===== src/rtl/c5_fetch_buf_pkg.sv =====
// ---------------------------------------------------------------------------
// c5_fetch_buf_pkg
// Shared constants and types for the c5 instruction-fetch stage:
//   NOP            canonical RISC-V NOP (addi x0, x0, 0) shown to decode
//                  whenever no real instruction is available
//   C5_RESET_PC    default first fetch address after reset
//   depth_ok()     legal prefetch-queue depth check (power of two, 2..16)
//   fetch_entry_t  one prefetch-queue entry: {pc, instr}
// ---------------------------------------------------------------------------
package c5_fetch_buf_pkg;

    localparam logic [31:0] NOP         = 32'h0000_0013;
    localparam logic [31:0] C5_RESET_PC = 32'h0000_0000;
    localparam int          C5_DEPTH_MIN = 2;
    localparam int          C5_DEPTH_MAX = 16;

    // The queue pointers rely on natural binary wrap, so the depth must be
    // a power of two as well as lying inside the supported range.
    function automatic bit depth_ok(input int depth);
        return (depth >= C5_DEPTH_MIN) && (depth <= C5_DEPTH_MAX) &&
               ((depth & (depth - 1)) == 0);
    endfunction

    typedef struct packed {
        logic [31:0] pc;
        logic [31:0] instr;
    } fetch_entry_t;

endpackage


===== src/rtl/c5_fetch_buf_fifo.sv =====
// ---------------------------------------------------------------------------
// c5_fifo_flush
// Synchronous circular FIFO with a single-cycle flush.
//   I_clk, I_rst   clock, synchronous active-high reset
//   I_push, I_data write one entry (ignored when full)
//   I_pop          drop the head entry (ignored when empty)
//   I_flush        empty the FIFO: count and both pointers return to 0
//   O_data         head entry (valid when !O_empty)
//   O_full/O_empty occupancy flags
//   O_count        number of stored entries, $clog2(DEPTH)+1 bits
// ---------------------------------------------------------------------------
module c5_fifo_flush #(
    parameter int WIDTH = 64,
    parameter int DEPTH = 4
) (
    input  logic                     I_clk,
    input  logic                     I_rst,
    input  logic                     I_push,
    input  logic [WIDTH-1:0]         I_data,
    input  logic                     I_pop,
    input  logic                     I_flush,
    output logic [WIDTH-1:0]         O_data,
    output logic                     O_full,
    output logic                     O_empty,
    output logic [$clog2(DEPTH):0]   O_count
);

    localparam int AW = $clog2(DEPTH);
    localparam int CW = AW + 1;

    logic [WIDTH-1:0] mem [DEPTH];
    logic [AW-1:0]    wr_ptr;
    logic [AW-1:0]    rd_ptr;
    logic [CW-1:0]    count;
    logic             do_push;
    logic             do_pop;

    assign O_full  = (count == CW'(DEPTH));
    assign O_empty = (count == '0);
    assign O_count = count;
    assign O_data  = mem[rd_ptr];

    // Guard the requests so a misbehaving caller can never corrupt the count.
    assign do_push = I_push && !O_full;
    assign do_pop  = I_pop && !O_empty;

    // Storage array carries no reset; only the pointers define validity.
    always_ff @(posedge I_clk) begin
        if (do_push && !I_flush) begin
            mem[wr_ptr] <= I_data;
        end
    end

    // Pointers and occupancy. Flush has the same effect as reset.
    always_ff @(posedge I_clk) begin
        if (I_rst || I_flush) begin
            wr_ptr <= '0;
            rd_ptr <= '0;
            count  <= '0;
        end else begin
            if (do_push) begin
                wr_ptr <= wr_ptr + 1'b1;
            end
            if (do_pop) begin
                rd_ptr <= rd_ptr + 1'b1;
            end
            case ({do_push, do_pop})
                2'b10:   count <= count + 1'b1;
                2'b01:   count <= count - 1'b1;
                default: count <= count;
            endcase
        end
    end

endmodule


===== src/rtl/c5_fetch_buf.sv =====
// ---------------------------------------------------------------------------
// c5_fetch_buf
// Instruction-fetch stage with prefetch queue for the c5 pipeline.
//   I_clk, I_rst          clock, synchronous active-high reset
//   O_adr, O_stb          fetch address / request to the instruction bus
//   I_instr, I_ack        zero-latency bus response
//   I_stall               decode cannot consume; output register holds
//   I_pc_src, I_pc_branch redirect request and its target
//   O_instr, O_pc,        instruction handed to decode, its PC, PC + 4,
//   O_pc_plus_4, O_valid  and whether it is a real fetched instruction
// Fetching runs ahead of decode until the queue is full. An empty queue lets
// an accepted beat bypass straight into the output register.
// ---------------------------------------------------------------------------
module c5_fetch_buf
    import c5_fetch_buf_pkg::*;
#(
    parameter logic [31:0] RESET_PC = C5_RESET_PC,
    parameter int          DEPTH    = 4
) (
    input  logic        I_clk,
    input  logic        I_rst,
    output logic [31:0] O_adr,
    output logic        O_stb,
    input  logic [31:0] I_instr,
    input  logic        I_ack,
    input  logic        I_stall,
    input  logic        I_pc_src,
    input  logic [31:0] I_pc_branch,
    output logic [31:0] O_instr,
    output logic [31:0] O_pc,
    output logic [31:0] O_pc_plus_4,
    output logic        O_valid
);

    localparam int CW = $clog2(DEPTH) + 1;

    if (!depth_ok(DEPTH)) begin : g_depth_check
        $error("c5_fetch_buf: DEPTH must be a power of two in 2..16");
    end

    logic [31:0]   fetch_pc;
    logic [31:0]   out_instr;
    logic [31:0]   out_pc;
    logic          out_valid;

    fetch_entry_t  head;
    fetch_entry_t  beat;
    logic          fifo_full;
    logic          fifo_empty;
    logic [CW-1:0] fifo_count;

    logic          accept;
    logic          advance;
    logic          bypass;
    logic          push;
    logic          pop;

    // Request is a function of the registered occupancy; reset masks it so
    // nothing is fetched while the stage is being initialised.
    assign O_stb  = !I_rst && (fifo_count != CW'(DEPTH));
    assign accept = O_stb && I_ack && !I_pc_src;

    // The output register may move only when decode is ready and no
    // redirect is pending. Queued words always drain ahead of a new beat.
    assign advance = !I_stall && !I_pc_src;
    assign pop     = advance && !fifo_empty;
    assign bypass  = advance && fifo_empty && accept;
    assign push    = accept && !bypass && !fifo_full;

    assign beat.pc    = fetch_pc;
    assign beat.instr = I_instr;

    c5_fifo_flush #(
        .WIDTH ($bits(fetch_entry_t)),
        .DEPTH (DEPTH)
    ) u_fifo (
        .I_clk   (I_clk),
        .I_rst   (I_rst),
        .I_push  (push),
        .I_data  (beat),
        .I_pop   (pop),
        .I_flush (I_pc_src),
        .O_data  (head),
        .O_full  (fifo_full),
        .O_empty (fifo_empty),
        .O_count (fifo_count)
    );

    // Fetch PC and decode-facing output register. Reset beats redirect,
    // redirect beats everything else, including a stall.
    always_ff @(posedge I_clk) begin
        if (I_rst) begin
            fetch_pc  <= RESET_PC;
            out_instr <= NOP;
            out_pc    <= '0;
            out_valid <= 1'b0;
        end else if (I_pc_src) begin
            fetch_pc  <= I_pc_branch;
            out_instr <= NOP;
            out_valid <= 1'b0;
        end else begin
            if (accept) begin
                fetch_pc <= fetch_pc + 32'd4;
            end
            if (!I_stall) begin
                if (!fifo_empty) begin
                    out_instr <= head.instr;
                    out_pc    <= head.pc;
                    out_valid <= 1'b1;
                end else if (accept) begin
                    out_instr <= I_instr;
                    out_pc    <= fetch_pc;
                    out_valid <= 1'b1;
                end else begin
                    out_instr <= NOP;
                    out_valid <= 1'b0;
                end
            end
        end
    end

    assign O_adr       = fetch_pc;
    assign O_instr     = out_instr;
    assign O_pc        = out_pc;
    assign O_pc_plus_4 = out_pc + 32'd4;
    assign O_valid     = out_valid;

endmodule


===== config.mk =====
export PLATFORM = sky130hd
export DESIGN_NAME = c5_fetch_buf
export DESIGN_NICKNAME = d
export VERILOG_FILES = /design/src/rtl/c5_fetch_buf_pkg.sv /design/src/rtl/c5_fetch_buf_fifo.sv /design/src/rtl/c5_fetch_buf.sv
export SDC_FILE = /design/constraint.sdc
export NUM_CORES = 1
export LEC_CHECK = 0
export CORE_UTILIZATION = 50
export CTS_BUF_LIST = sky130_fd_sc_hd__clkbuf_8
export DETAILED_ROUTE_END_ITERATION = 7
export MAX_ROUTING_LAYER = met4
export PLACE_DENSITY = 0.73
export SLEW_MARGIN = 5
export SYNTH_ARGS = -nofsm -noshare
export SYNTH_HDL_FRONTEND = slang
export SYNTH_SLANG_ARGS = --single-unit

===== constraint.sdc =====
create_clock -name I_clk -period 6.6 [get_ports I_clk]
set_input_delay 1.32 -clock I_clk [delete_from_list [all_inputs] [get_ports I_clk]]
set_output_delay 1.32 -clock I_clk [all_outputs]
set_load 0.1 [all_outputs]

* Word level (Yosys, flattened, before mapping)
Memories as Yosys holds them, arrays and structs flattened. A register that Yosys moved wholly into a read port is not among the register bits. Cells that the tools add are included.
Word-level totals: output and inout bits 130, bits of input ports 69, register bits 104, memories kept 1, bits in writable memories 256, logic and storage cells 58
Operators by class: bitwise gates (word level) 2, add/sub/neg operators 6, equality and inequality tests 5, mux-type cells 13, reductions and logical operators 24
Memories:
- u_fifo.mem | depth 4, width 64, read ports 1, clocked after memory_dff 1, write ports 1, line c5_fetch_buf_fifo.sv:31 | logic [WIDTH-1:0] mem [DEPTH];
Operators with widths (number):
- $mux W32 | 6
- $add A32 B3 Y32 const B | 2
- $logic_and A1 B1 Y1 | 12
- $logic_not A1 Y1 | 6
- $pmux W3 S2 | 1
- $add A2 B1 Y2 const B | 2
- $mux W1 | 4
- $mux W2 | 2
- $reduce_bool A2 Y1 | 2
- $add A3 B1 Y3 const B | 1
- $eq A3 B3 Y1 const B | 1
- $logic_not A3 Y1 | 1
- $ne A3 B3 Y1 const B | 1
- $reduce_and A3 Y1 | 1
- $sub A3 B1 Y3 const B | 1
- $eq A2 B1 Y1 const B | 1
- $eq A2 B2 Y1 const B | 1
- $ne A2 B1 Y1 const B | 1
- $not A1 Y1 | 2
- $reduce_or A2 Y1 | 1
- $logic_or A1 B1 Y1 | 1

* Longest topological paths before layout
depth in word-level cells 12, depth in mapped cells 10, mapped depth without buffers 9

* Modules after synthesis
A second synthesis with hierarchy kept.
Unflattened totals: cells, all modules 1057, area total of the unflattened synthesis 15303.4 um2
By module, submodules not included:
- c5_fifo_flush | cells each 389, seq. area each 7867.5 um2, area an instance 9788.1 um2, instances 1
- c5_fetch_buf | cells each 668, seq. area each 1941.9 um2, area an instance 5515.3 um2, instances 1

* Least setup slack after synthesis
No wires, ideal clock.
path kind register to output, start register out_pc[2] (netlist: O_pc[2]), end output O_pc_plus_4[28], data arrival time 3.922 ns, required time 5.280 ns, setup slack 1.358 ns, stages on the path, launching flop included 6, buffers on the path 0, cell sequence dfxtp_1 ha_1 nand2_1 nor3_1 nand4_1 xnor2_1
On the way: longest elaborated chain between the ends 1
Ends and longest elaborated chain:
- start, declared | line c5_fetch_buf.sv:43 | logic [31:0] out_pc;
- start signal, assigned | line c5_fetch_buf.sv:108 | out_pc <= head.pc;
- start signal, assigned | line c5_fetch_buf.sv:112 | out_pc <= fetch_pc;
- $add A32 B3 Y32 | line c5_fetch_buf.sv:125 | assign O_pc_plus_4 = out_pc + 32'd4;
- end, declared | line c5_fetch_buf.sv:31 | output logic [31:0] O_pc_plus_4,
Every way passes these cells.

* Worst setup path in the final report
Ends and elaborated chain as after synthesis.

==> metrics <==
routed len/inst=21.1 um; H-Tree Depth=2; Power Total=4.83 mW; Max-Slew Margin vs Limit=25.3%; CTS tree=yes; reg2reg start=u_fifo.O_count[2]; Synth top area share=51.4%; Setup TNS Final=0 ns; Routed Wire Length=roughly 35 mm; critical setup path kind=flip-flop to primary output; part of the power in registers=around 53%; Worst-Margin Slew=between 1 and 1.5 ns; port bufs=~200; crit path DAT=between 3 and 4 ns; Num CTS Buffers=56; Critical path origin=O_pc[2]; min-delay worst type=flip-flop to flip-flop; maximum buffer depth of the clock tree=3; pre-CTS setup slack=1.89 ns; unique cell type count in the Yosys netlist=61; final hold violations=0; maximum clock frequency=215 MHz; Max rail drop VDD=roughly 0.15 mV; clk_lat worst skew=0.60 ns; fill count=2162; number of synthesized flops with an enable pin=256; routability congestion estimate=0.849; crit end category=primary output; die area=30600 um^2; hold path startpoint=O_instr[4]; DRT iter0 DRCs=877; area of the multi-input gates=4740 um^2; Die Y-Extent=175 um; post-DP HPWL=21.4 mm; Yosys top cell by area=edfxtp_1; netlist area before placement=15000 um^2; crit share post-route=70.5%; Ys Warns=0; vias in the first global route=9778; outcome=finished, final reports clean; layout cells sized above 1=13.7%; #FFs+latches synth=approximately 360; Main synth FF type=edfxtp_1; ys async rst share=0%; pwr/cell area=265 nW/um^2; CP Max Fanout=10; gr ovfl total=0; Clock transition at path regs=0.06 ns; core footprint=29100 um^2; first-pass GRT wire length=55.0 mm; hold buffer count at CTS=0; IO Pins=around 200; DRC Markers=0; RSZ-0062 raised after global routing=false; Avg Synthesized Cell Area=14.4 um^2; number of diodes=0; post-layout worst setup margin=1.95 ns; Syn-to-layout area delta=21.9%; post-CTS sizing=0; Switching Share=about 27%; initial antenna violation count=0; final setup violating endpoints=0; Gate Count Post-Synth=1037; Switching Power=1.31 mW; Final min period=4.65 ns; largest net degree at the start of global routing=65; DIE WIDTH=175 um; Final ANT Viol Nets=0; CTS Root Cell=clkbuf_8; crit start category=flip-flop; Power Internal=3.53 mW; total of max-cap violations=0; Detailed Routing Iterations Pass 1=5; syn nets=1114; number of clock sinks=362; Area contributors post-synth=edfxtp_1 51%, dfxtp_1 14%, mux4_2 9.6%, a311oi_1 2.8%, nand2_1 2.1%; Reg area=9820 um^2; clock skew=0.0207 ns; vias=9866; # rows=62; Vias/cell=between 5 and 6; starting density of the core=51.4%; Clock Power Share=36.4%; Worst Path Required=5.28 ns; Post-CTS Setup Bufs=0; Comb power frac=11.1%; fin nets=1311; post-synthesis sequential area ratio=65.5%; Slew Viols, Final=0; Leakage=between 5 and 6 nW; total track usage=approximately a quarter
metal layers:
layer	wire length, um	vias up	GRT usage (%)
met2	17200	409	38.3
met1	14600	4926	31.1
met4	660	0	7.39
met5	0	-	-
met3	2720	57	4.16
li1	-	4474	-
critical path: stages, from the launching register on:
cell             delay (ns)
dfxtp_1                0.45
ha_1                   0.28
nand2_1                0.11
nor3_1                 0.22
buf_4                  0.24
nand4_1                0.13
xnor2_1                0.17
clkdlybuf4s50_1        1.15
cell families after synthesis:
group	share of synthesized area, %
AO/OA/AOI/OAI	7.09
XOR/XNOR	2.40
adder cells (fa/ha/maj)	0.719
buffers and inverters	3.03
flip-flops	65.5
multiplexers	9.83
AND/OR/NAND/NOR	11.4
final timing paths:
path / endpoint / slack, ns / cells past startpoint
setup reg to reg: u_fifo.O_count[2] / 3.85 / 9
setup / recovery: O_pc_plus_4[28] / 1.95 / 7
hold reg to reg: O_instr[4] / 0.47 / 2
hold / removal: O_instr[4] / 0.47 / 2
power by group through the flow:
stage	sequential (mW)	clock, mW	combinational (mW)
2_1_floorplan	2.77	0	0.179
3_3_place_gp	2.58	0	0.533
3_5_place_dp	2.59	0	0.538
4_1_cts	2.54	1.78	0.539
5_1_grt	2.54	1.88	0.559
6_report	2.54	1.76	0.537
layout by cell type, fill, tap and decap left out, types with 8 or more instances in the layout:
cell type,count
buf_4,11
edfxtp_1,256
o21ai_0,13
nor3_1,30
nand2_1,82
o31ai_1,10
or3_1,11
nand3_1,25
nor2b_1,26
mux4_2,64
inv_1,50
dfxtp_1,104
or4_1,16
a211oi_1,8
nor2_1,81
clkdlybuf4s50_1,196
a311oi_1,47
a21oi_1,8
nand4_1,19
clkbuf_8,62
a221oi_1,29
xnor2_1,31
xor2_1,10
flip-flops by register name, indices dropped and copies added (netlist names), named ones only:
signal	count
u_fifo.mem	256
O_adr	32
O_instr	32
O_pc	32
u_fifo.O_count	3
u_fifo.rd_ptr	2
u_fifo.wr_ptr	2
O_valid	1
cell usage after synthesis, drive strengths merged (3+ instances only):
library cell / count
nand4: 21
a21oi: 8
o21ai: 13
or4: 18
nor4: 8
a311oi: 47
nand3: 25
nor2b: 26
xor2: 10
or2: 4
and4: 5
clkbuf: 54
a221oi: 29
mux2i: 3
dfxtp: 106
mux4: 64
and3: 6
nor2: 81
nor3: 31
or3: 14
ha: 7
and2: 5
o31a: 8
o31ai: 10
xnor2: 31
edfxtp: 256
inv: 20
nand2: 82
o22ai: 3
a211oi: 8
buf: 15
through the flow:
stage | std cells | utilization, % | instance area, um^2 | hold slack, ns
floorplan | 1037 | - | 15000 | 0.490
global placement | 1560 | 59.0 | 17200 | 0.459
detailed placement | 1560 | 59.0 | 17200 | 0.464
CTS | 1666 | 62.7 | 18200 | 0.478
global route | 1666 | 62.7 | 18200 | 0.511
finish | 1666 | 62.7 | 18200 | 0.471
area by class of cell:
type	count	area share (%)
sequential	362	53.8
multi-input combinational	585	26.0
timing repair buffer	209	11.3
clock buffer	62	4.68
tap	384	2.63
clock inverter	44	1.17
inverter	20	0.412
No activity file was read; power rests on OpenSTA's default activity.
